==> src/rtl/acq_pio_pkg.sv <==
// Shared constants for the acquisition status PIO.
// Register word addresses and edge capture encodings.
package acq_pio_pkg;

    localparam logic [1:0] ADDR_DATA    = 2'd0;
    localparam logic [1:0] ADDR_RSVD    = 2'd1;
    localparam logic [1:0] ADDR_IRQMASK = 2'd2;
    localparam logic [1:0] ADDR_EDGECAP = 2'd3;

    localparam int EDGE_RISING  = 0;
    localparam int EDGE_FALLING = 1;
    localparam int EDGE_ANY     = 2;

endpackage

==> src/rtl/acq_status_pio_if.sv <==
// Avalon-MM slave bus bundle for the acquisition status PIO.
// Host side drives the master modport, the PIO takes the slave modport.
interface acq_status_pio_if;

    logic [1:0]  address;
    logic        chipselect;
    logic        write_n;
    logic [31:0] writedata;
    logic [31:0] readdata;

    modport master (
        output address,
        output chipselect,
        output write_n,
        output writedata,
        input  readdata
    );

    modport slave (
        input  address,
        input  chipselect,
        input  write_n,
        input  writedata,
        output readdata
    );

endinterface

==> src/rtl/acq_pio_sync.sv <==
// Two-flop synchronizer for asynchronous front-end status lines.
module acq_pio_sync #(
    parameter int WIDTH = 8
) (
    input  logic             clk,
    input  logic             rst_n,
    input  logic [WIDTH-1:0] d_i,
    output logic [WIDTH-1:0] q_o
);

    logic [WIDTH-1:0] meta_q;
    logic [WIDTH-1:0] sync_q;

    always_ff @(posedge clk or negedge rst_n) begin
        if (!rst_n) begin
            meta_q <= '0;
            sync_q <= '0;
        end else begin
            meta_q <= d_i;
            sync_q <= meta_q;
        end
    end

    assign q_o = sync_q;

endmodule

==> src/rtl/acq_status_pio.sv <==
// W-bit Avalon-MM input PIO with per-bit edge capture and maskable irq.
// Define ACQ_STATUS_PIO_SYNC_EN to put a two-flop synchronizer before the sampler.
module acq_status_pio
    import acq_pio_pkg::*;
#(
    parameter int WIDTH     = 8,
    parameter int EDGE_TYPE = EDGE_RISING,
    parameter int IRQ_EN    = 1
) (
    input  logic             clk,
    input  logic             reset_n,
    acq_status_pio_if.slave  bus,
    input  logic [WIDTH-1:0] in_port,
    output logic             irq
);

    logic [WIDTH-1:0] smp_in;
    logic [WIDTH-1:0] s_q;
    logic [WIDTH-1:0] p_q;
    logic [WIDTH-1:0] mask_q, mask_d;
    logic [WIDTH-1:0] cap_q, cap_d;
    logic [WIDTH-1:0] edge_det;
    logic [WIDTH-1:0] clr;
    logic             primed_q;
    logic             wr_en;
    logic [31:0]      rdata_q, rdata_d;
    logic             unused_wdata;

`ifdef ACQ_STATUS_PIO_SYNC_EN
    acq_pio_sync #(.WIDTH(WIDTH)) u_sync (
        .clk   (clk),
        .rst_n (reset_n),
        .d_i   (in_port),
        .q_o   (smp_in)
    );
`else
    assign smp_in = in_port;
`endif

    assign wr_en        = bus.chipselect & ~bus.write_n;
    assign unused_wdata = ^bus.writedata;

    always_comb begin
        edge_det = '0;
        if (primed_q) begin
            case (EDGE_TYPE)
                EDGE_FALLING: edge_det = ~s_q & p_q;
                EDGE_ANY:     edge_det = s_q ^ p_q;
                default:      edge_det = s_q & ~p_q;
            endcase
        end
        clr = '0;
        if (wr_en && bus.address == ADDR_EDGECAP)
            clr = bus.writedata[WIDTH-1:0];
        // A fresh edge beats a same-cycle clear.
        cap_d  = (cap_q & ~clr) | edge_det;
        mask_d = mask_q;
        if (IRQ_EN != 0 && wr_en && bus.address == ADDR_IRQMASK)
            mask_d = bus.writedata[WIDTH-1:0];
        rdata_d = '0;
        unique case (bus.address)
            ADDR_DATA:    rdata_d = 32'(s_q);
            ADDR_RSVD:    rdata_d = '0;
            ADDR_IRQMASK: rdata_d = 32'(mask_q);
            ADDR_EDGECAP: rdata_d = 32'(cap_q);
            default:      rdata_d = '0;
        endcase
    end

    always_ff @(posedge clk or negedge reset_n) begin
        if (!reset_n) begin
            s_q      <= '0;
            p_q      <= '0;
            primed_q <= 1'b0;
            mask_q   <= '0;
            cap_q    <= '0;
            rdata_q  <= '0;
        end else begin
            s_q      <= smp_in;
            // First sample seeds p too, so reset values never look like edges.
            p_q      <= primed_q ? s_q : smp_in;
            primed_q <= 1'b1;
            mask_q   <= mask_d;
            cap_q    <= cap_d;
            rdata_q  <= rdata_d;
        end
    end

    assign bus.readdata = rdata_q;
    assign irq = (IRQ_EN != 0) ? |(cap_q & mask_q) : 1'b0;

endmodule

==> src/flat_wrapper.sv <==
// flat-port wrapper written by rule: the top's interface ports become plain ports
module acq_status_pio_flat import acq_pio_pkg::*;
#(
    parameter int WIDTH     = 8,
    parameter int EDGE_TYPE = EDGE_RISING,
    parameter int IRQ_EN    = 1
)
  (clk, reset_n, in_port, irq, bus_address, bus_chipselect, bus_write_n, bus_writedata, bus_readdata);
  acq_status_pio_if bus_i ();
  input  logic clk;
  input  logic reset_n;
  input  logic [WIDTH-1:0] in_port;
  output logic irq;
  input wire logic [$bits(bus_i.address)-1:0] bus_address;
  input wire logic [$bits(bus_i.chipselect)-1:0] bus_chipselect;
  input wire logic [$bits(bus_i.write_n)-1:0] bus_write_n;
  input wire logic [$bits(bus_i.writedata)-1:0] bus_writedata;
  output wire logic [$bits(bus_i.readdata)-1:0] bus_readdata;
  assign bus_i.address = bus_address;
  assign bus_i.chipselect = bus_chipselect;
  assign bus_i.write_n = bus_write_n;
  assign bus_i.writedata = bus_writedata;
  assign bus_readdata = bus_i.readdata;
  acq_status_pio #(.WIDTH(WIDTH), .EDGE_TYPE(EDGE_TYPE), .IRQ_EN(IRQ_EN)) u_core (.clk(clk), .reset_n(reset_n), .bus(bus_i), .in_port(in_port), .irq(irq));
endmodule
==> config.mk <==
export PLATFORM = sky130hd
export DESIGN_NAME = acq_status_pio_flat
export DESIGN_NICKNAME = d
export VERILOG_FILES = /design/src/rtl/acq_pio_pkg.sv /design/src/rtl/acq_status_pio_if.sv /design/src/rtl/acq_pio_sync.sv /design/src/rtl/acq_status_pio.sv /design/src/flat_wrapper.sv
export SDC_FILE = /design/constraint.sdc
export NUM_CORES = 1
export LEC_CHECK = 0
export BUFFER_PORTS_ARGS = -buffer_cell sky130_fd_sc_hd__buf_2
export CORE_MARGIN = 10
export CORE_UTILIZATION = 48
export CTS_CLUSTER_SIZE = 30
export DETAILED_ROUTE_END_ITERATION = 8
export PLACE_DENSITY = 0.79
export SLEW_MARGIN = 30
export SYNTH_ARGS = -nofsm -noshare
export SYNTH_HDL_FRONTEND = slang
export SYNTH_HIERARCHICAL = 1
export SYNTH_SLANG_ARGS = --single-unit
==> constraint.sdc <==
create_clock -name clk -period 1.15 [get_ports clk]
set_input_delay 0.1725 -clock clk [delete_from_list [all_inputs] [get_ports clk]]
set_output_delay 0.1725 -clock clk [all_outputs]
set_load 0.01 [all_outputs]
* Yosys cells after proc, flatten, opt, wreduce, memory -nomap -nowiden *
Index checks and enable logic that the tools add are counted.

storage, ports and cells
  input bits = 46
  flip-flop bits (word level) = 65
  logic and storage cells = 25
  output and inout port bits = 33

cells by class
  reductions and logical operators = 4
  bitwise gates (word level) = 8
  eq/ne operators = 3
  mux-type cells = 4

operator list
  cell                                                                    number
  32-bit one-hot mux with 4 select lines                                  1
  8-bit bitwise AND                                                       3
  8-bit 2-to-1 mux                                                        3
  8-bit inverter                                                          2
  8-bit bitwise OR                                                        1
  8-bit OR reduction                                                      1
  2-bit equality test (second input constant)                             2
  2-bit by 1-bit equality test with 1-bit output (second input constant)  1
  1-bit logical AND                                                       2
  2-bit logical NOT                                                       1
  1-bit bitwise AND                                                       1
  1-bit inverter                                                          1

* Logic depth before layout (Yosys ltp) *
  depth in word-level cells = 7
  depth in mapped cells = 4
  depth with buffers taken out = 2

* Worst setup path after synthesis *
OpenSTA, ideal clock, no wires.

  kind = reg-to-reg
  from = register u_core.primed_q
  to = register u_core.p_q[5]
  cell stages (with the launch flop) = 4
  arrival = 0.940 ns
  period minus slack after synthesis = 1.064 ns
  setup slack = 0.086 ns
  buffers on the path = 2
  cells stage by stage = dfrtp_1 > buf_2 > buf_4 > mux2_2

on the way
  word-level cells in the longest chain between the ends = 1

RTL lines
  element                 line                  text
  from (decl)             acq_status_pio.sv:24  logic primed_q;
  from (signal assigned)  acq_status_pio.sv:74  primed_q <= 1'b0;
  from (signal assigned)  acq_status_pio.sv:82  primed_q <= 1'b1;
  8-bit 2-to-1 mux        acq_status_pio.sv:81  p_q <= primed_q ? s_q : smp_in;
  to (signal assigned)    acq_status_pio.sv:81
  to (decl)               acq_status_pio.sv:19  logic [WIDTH-1:0] p_q;

Every way passes these cells.
A chain may end at the register's enable or synchronous reset.

* Final worst setup path *
  from = register u_core.mask_q[1]
  to = output irq

on the way
  word-level cells in the longest chain between the ends = 2

RTL lines
  element                 line                  text
  from (decl)             acq_status_pio.sv:20  logic [WIDTH-1:0] mask_q, mask_d;
  from (signal assigned)  acq_status_pio.sv:83  mask_q <= mask_d;
  8-bit bitwise AND       acq_status_pio.sv:90  assign irq = (IRQ_EN != 0) ? |(cap_q & mask_q) : 1'b0;
  8-bit OR reduction      acq_status_pio.sv:90
  to (decl)               flat_wrapper.sv:13    output logic irq;

Every way passes these cells.

==> results.sh <==
export IMPL_run_status="finished, violations left"
export IMPL_violations="negative setup slack"
export IMPL_syn_area_sq_um=1936
export IMPL_leakagePower_nw=1.163
export IMPL_setup_viol=1
export IMPL_crit_buf_inv=1
export IMPL_p_int_mw=2.405
export IMPL_drt_initial_drc_count=66
export IMPL_drv_cap=0
export IMPL_io_buffers=30
export IMPL_rsz0062_at_grt="yes"
export IMPL_grt_use_total_pct=12.30
export IMPL_synth_area_leader_cell="dfrtp_1"
export IMPL_path_clk_slew_ns=0.07
export IMPL_grt_pass1_wl_mm=6.969
export IMPL_cts_buffer_depth=2
export IMPL_design_die_area_sq_um=6972
export IMPL_fin_crit_sh_pct=116.8
export IMPL_critPathKind="flip-flop to primary output"
export IMPL_holdWs_ns=0.1231
export IMPL_max_freq_mhz=744.3
export IMPL_critPathLaunchType="flip-flop"
export IMPL_rows=23
export IMPL_pre_cts_ws_ns=-0.03142
export IMPL_finalPower_mw=3.223
export IMPL_grt_pass1_vias=1441
export IMPL_critPathArrivalTime_ns=1.17
export IMPL_io_pins=79
export IMPL_hpwlAfterDp_mm=3.062
export IMPL_critPathMaxFanout=2
export IMPL_synthMuxAreaShare_pct=15.00
export IMPL_power_frac_comb_pct=19.1
export IMPL_ys_ff_latch=41
export IMPL_ir_drop_uv=899.4
export IMPL_routed_wl_mm=4.203
export IMPL_synth_compound_area_share_pct=10.34
export IMPL_synth_top_cell_area_share_pct=53.01
export IMPL_timing_final_ws_setup_ns=-0.1936
export IMPL_clk_latency_ns=0.29
export IMPL_hp_class="primary input to flip-flop"
export IMPL_core_area_sq_um=3943
export IMPL_crit_chain="a22oi_2 -> nand4_1 -> buf_2"
export IMPL_clock_root_buffer="clkbuf_8"
export IMPL_cts_made_buffers=5
export IMPL_skew_ns=0.004756
export IMPL_p_sw_mw=0.8177
export IMPL_synth_simple_area_share_pct=7.498
export IMPL_final_cell_mix="41 x dfrtp_1, 30 x buf_2, 25 x conb_1"
export IMPL_gp_congestion=0.8248
export IMPL_cts_tree="done"
export IMPL_start_util_pct=49.10
export IMPL_dieWidth_microns=83.50
export IMPL_synth_top_cells_by_area="dfrtp_1 53%, buf_4 9.7%, mux2_4 6.2%"
export IMPL_avgViaCountPerCell=4.834
export IMPL_wl_per_cell_microns=16.61
export IMPL_syn_mean_instance_area_sq_um=13.26
export IMPL_first_pass_iters=4
export IMPL_drive_gt1_share_pct=40.39
export IMPL_vias=1223
export IMPL_end_kind="primary output"
export IMPL_synth_fa_ha_area_share_pct=0
export IMPL_antenna_found_initial=0
export IMPL_syn_instance_count=146
export IMPL_pwr_share_seq_pct=51.9
export IMPL_slowest_delay_ns=0.40
export IMPL_multi_input_area_sq_um=744.5
export IMPL_synth_top_family_by_area="multiplexers"
export IMPL_insertedDiodeCount=0
export IMPL_maxSlewViolCount=0
export IMPL_required_ns=0.98
export IMPL_area_growth_pct=22.43
export IMPL_ant_nets=0
export IMPL_grt_start_max_net_pins=42
export IMPL_p_per_area_nw_per_um2=1360
export IMPL_fillCellCount=324
export IMPL_p_sw_share_pct=25.37
export IMPL_crit_family="flip-flops"
export IMPL_power_frac_clock_pct=29.0
export IMPL_die_y_microns=83.50
export IMPL_grt_overflow_total=0
export IMPL_synth_warnings=6
export IMPL_crit_slowest_cell="dfrtp_1"
export IMPL_synth_xor_area_share_pct=0
export IMPL_htreeDepth=2
export IMPL_remaining_drc_errors=0
export IMPL_period_minus_slack_ns=1.344
export IMPL_final_common_cell="dfrtp_1"
export IMPL_fin_nets=249
export IMPL_cts_sinks=41
export IMPL_dp_cells=230
export IMPL_postLayoutCoreUtil_pct=60.11
export IMPL_final_seq_area_sq_um=1026
export IMPL_yosysUniqueCellTypes=18
export IMPL_instances_no_fill=253
export IMPL_synth_seq_area_share_pct=53.01
export IMPL_hold_viol=0
[Yosys cell counts]
library cell,instances
dfrtp_1,41
buf_4,25
inv_1,8
mux2_2,8
mux2_4,8
mux2i_1,8
nand2b_1,8
nand3b_1,8
o211ai_2,8
o2bb2ai_1,8
a22oi_1,4
buf_2,3
buf_6,3
conb_1,2
and2_1,1
and4b_1,1
and4bb_1,1
nand4_1,1
[per-stage QoR]
stage	TNS [ns]	cell area (sq um)
2_1_floorplan	0	2022
3_3_place_gp	-0.1071	2126
3_5_place_dp	-0.1088	2126
4_1_cts	-0.1939	2362
5_1_grt	-0.2241	2370
6_report	-0.1936	2370
[final cells by class]
type                            instances  area share, %
Inverter                                8          1.267
Tap cell                               50          2.640
Sequential cell                        41          43.29
Clock buffer                            7          3.643
Timing Repair Buffer                   58          17.74
Multi-Input combinational cell         89          31.42
[state kept, by name, summed over array words and instances (netlist names)]
| name | flops |
|---|---|
| u_core/cap_q | 8 |
| u_core/p_q | 8 |
| u_core/primed_q | 1 |
| u_core/s_q | 8 |
| u_core/mask_q | 8 |
| u_core/bus.readdata | 8 |
[metal layers]
layer | share of wire [%] | global-route usage (%) | up-vias | routed length (microns)
li1 | - | - | 564 | -
met1 | 38 | 11.90 | 610 | 1585
met2 | 53 | 22.12 | 39 | 2213
met3 | 7.4 | 5.566 | 10 | 313
met4 | 2.2 | 5.023 | 0 | 91
met5 | 0 | 0 | - | 0
[final timing paths]
kind                             startpoint                     end  slack [ns]  cells past startpoint
min                        bus_writedata[2]        u_core/mask_q[2]        0.12                      2
min reg2reg                   u_core/p_q[4]         u_core/cap_q[4]        0.54                      2
max reg2reg                u_core/mask_q[3]        u_core/mask_q[3]        0.12                      3
max in group asynchronous           reset_n  u_core/bus.readdata[7]        0.57                      3
max                        u_core/mask_q[1]                     irq       -0.19                      3
min in group asynchronous           reset_n  u_core/bus.readdata[1]        0.37                      3
[power groups by stage]
stage	registers, mW	clock network, mW	logic (mW)
2_1_floorplan	1.69	0	0.371
3_3_place_gp	1.69	0	0.494
4_1_cts	1.67	0.947	0.604
5_1_grt	1.69	1.02	0.672
3_5_place_dp	1.70	0	0.509
6_report	1.67	0.934	0.616
[cells by family (layout without fill, tap and decap cells)]
logic type / after synthesis / in the layout
other: 2 / 25
multiplexers: 24 / 24
AND/OR/NAND/NOR: 20 / 20
flip-flops: 41 / 41
buffers and inverters: 39 / 73
AO/OA/AOI/OAI: 20 / 20
[worst reg2reg max path, stage by stage (launching register included)]
cell and delay (ns):
dfrtp_1 0.39, buf_4 0.14, buf_4 0.13, mux2_4 0.26
[timing repair]
action                                  4_1_cts  5_1_grt
gates resized for setup                       3        0
endpoints found under the setup margin        1        1
hold buffers                                  9        0
hold endpoints to repair                     49        0
buffers inserted                              6        1
pin swaps                                     3        1
(Power assumes the default switching activity.)
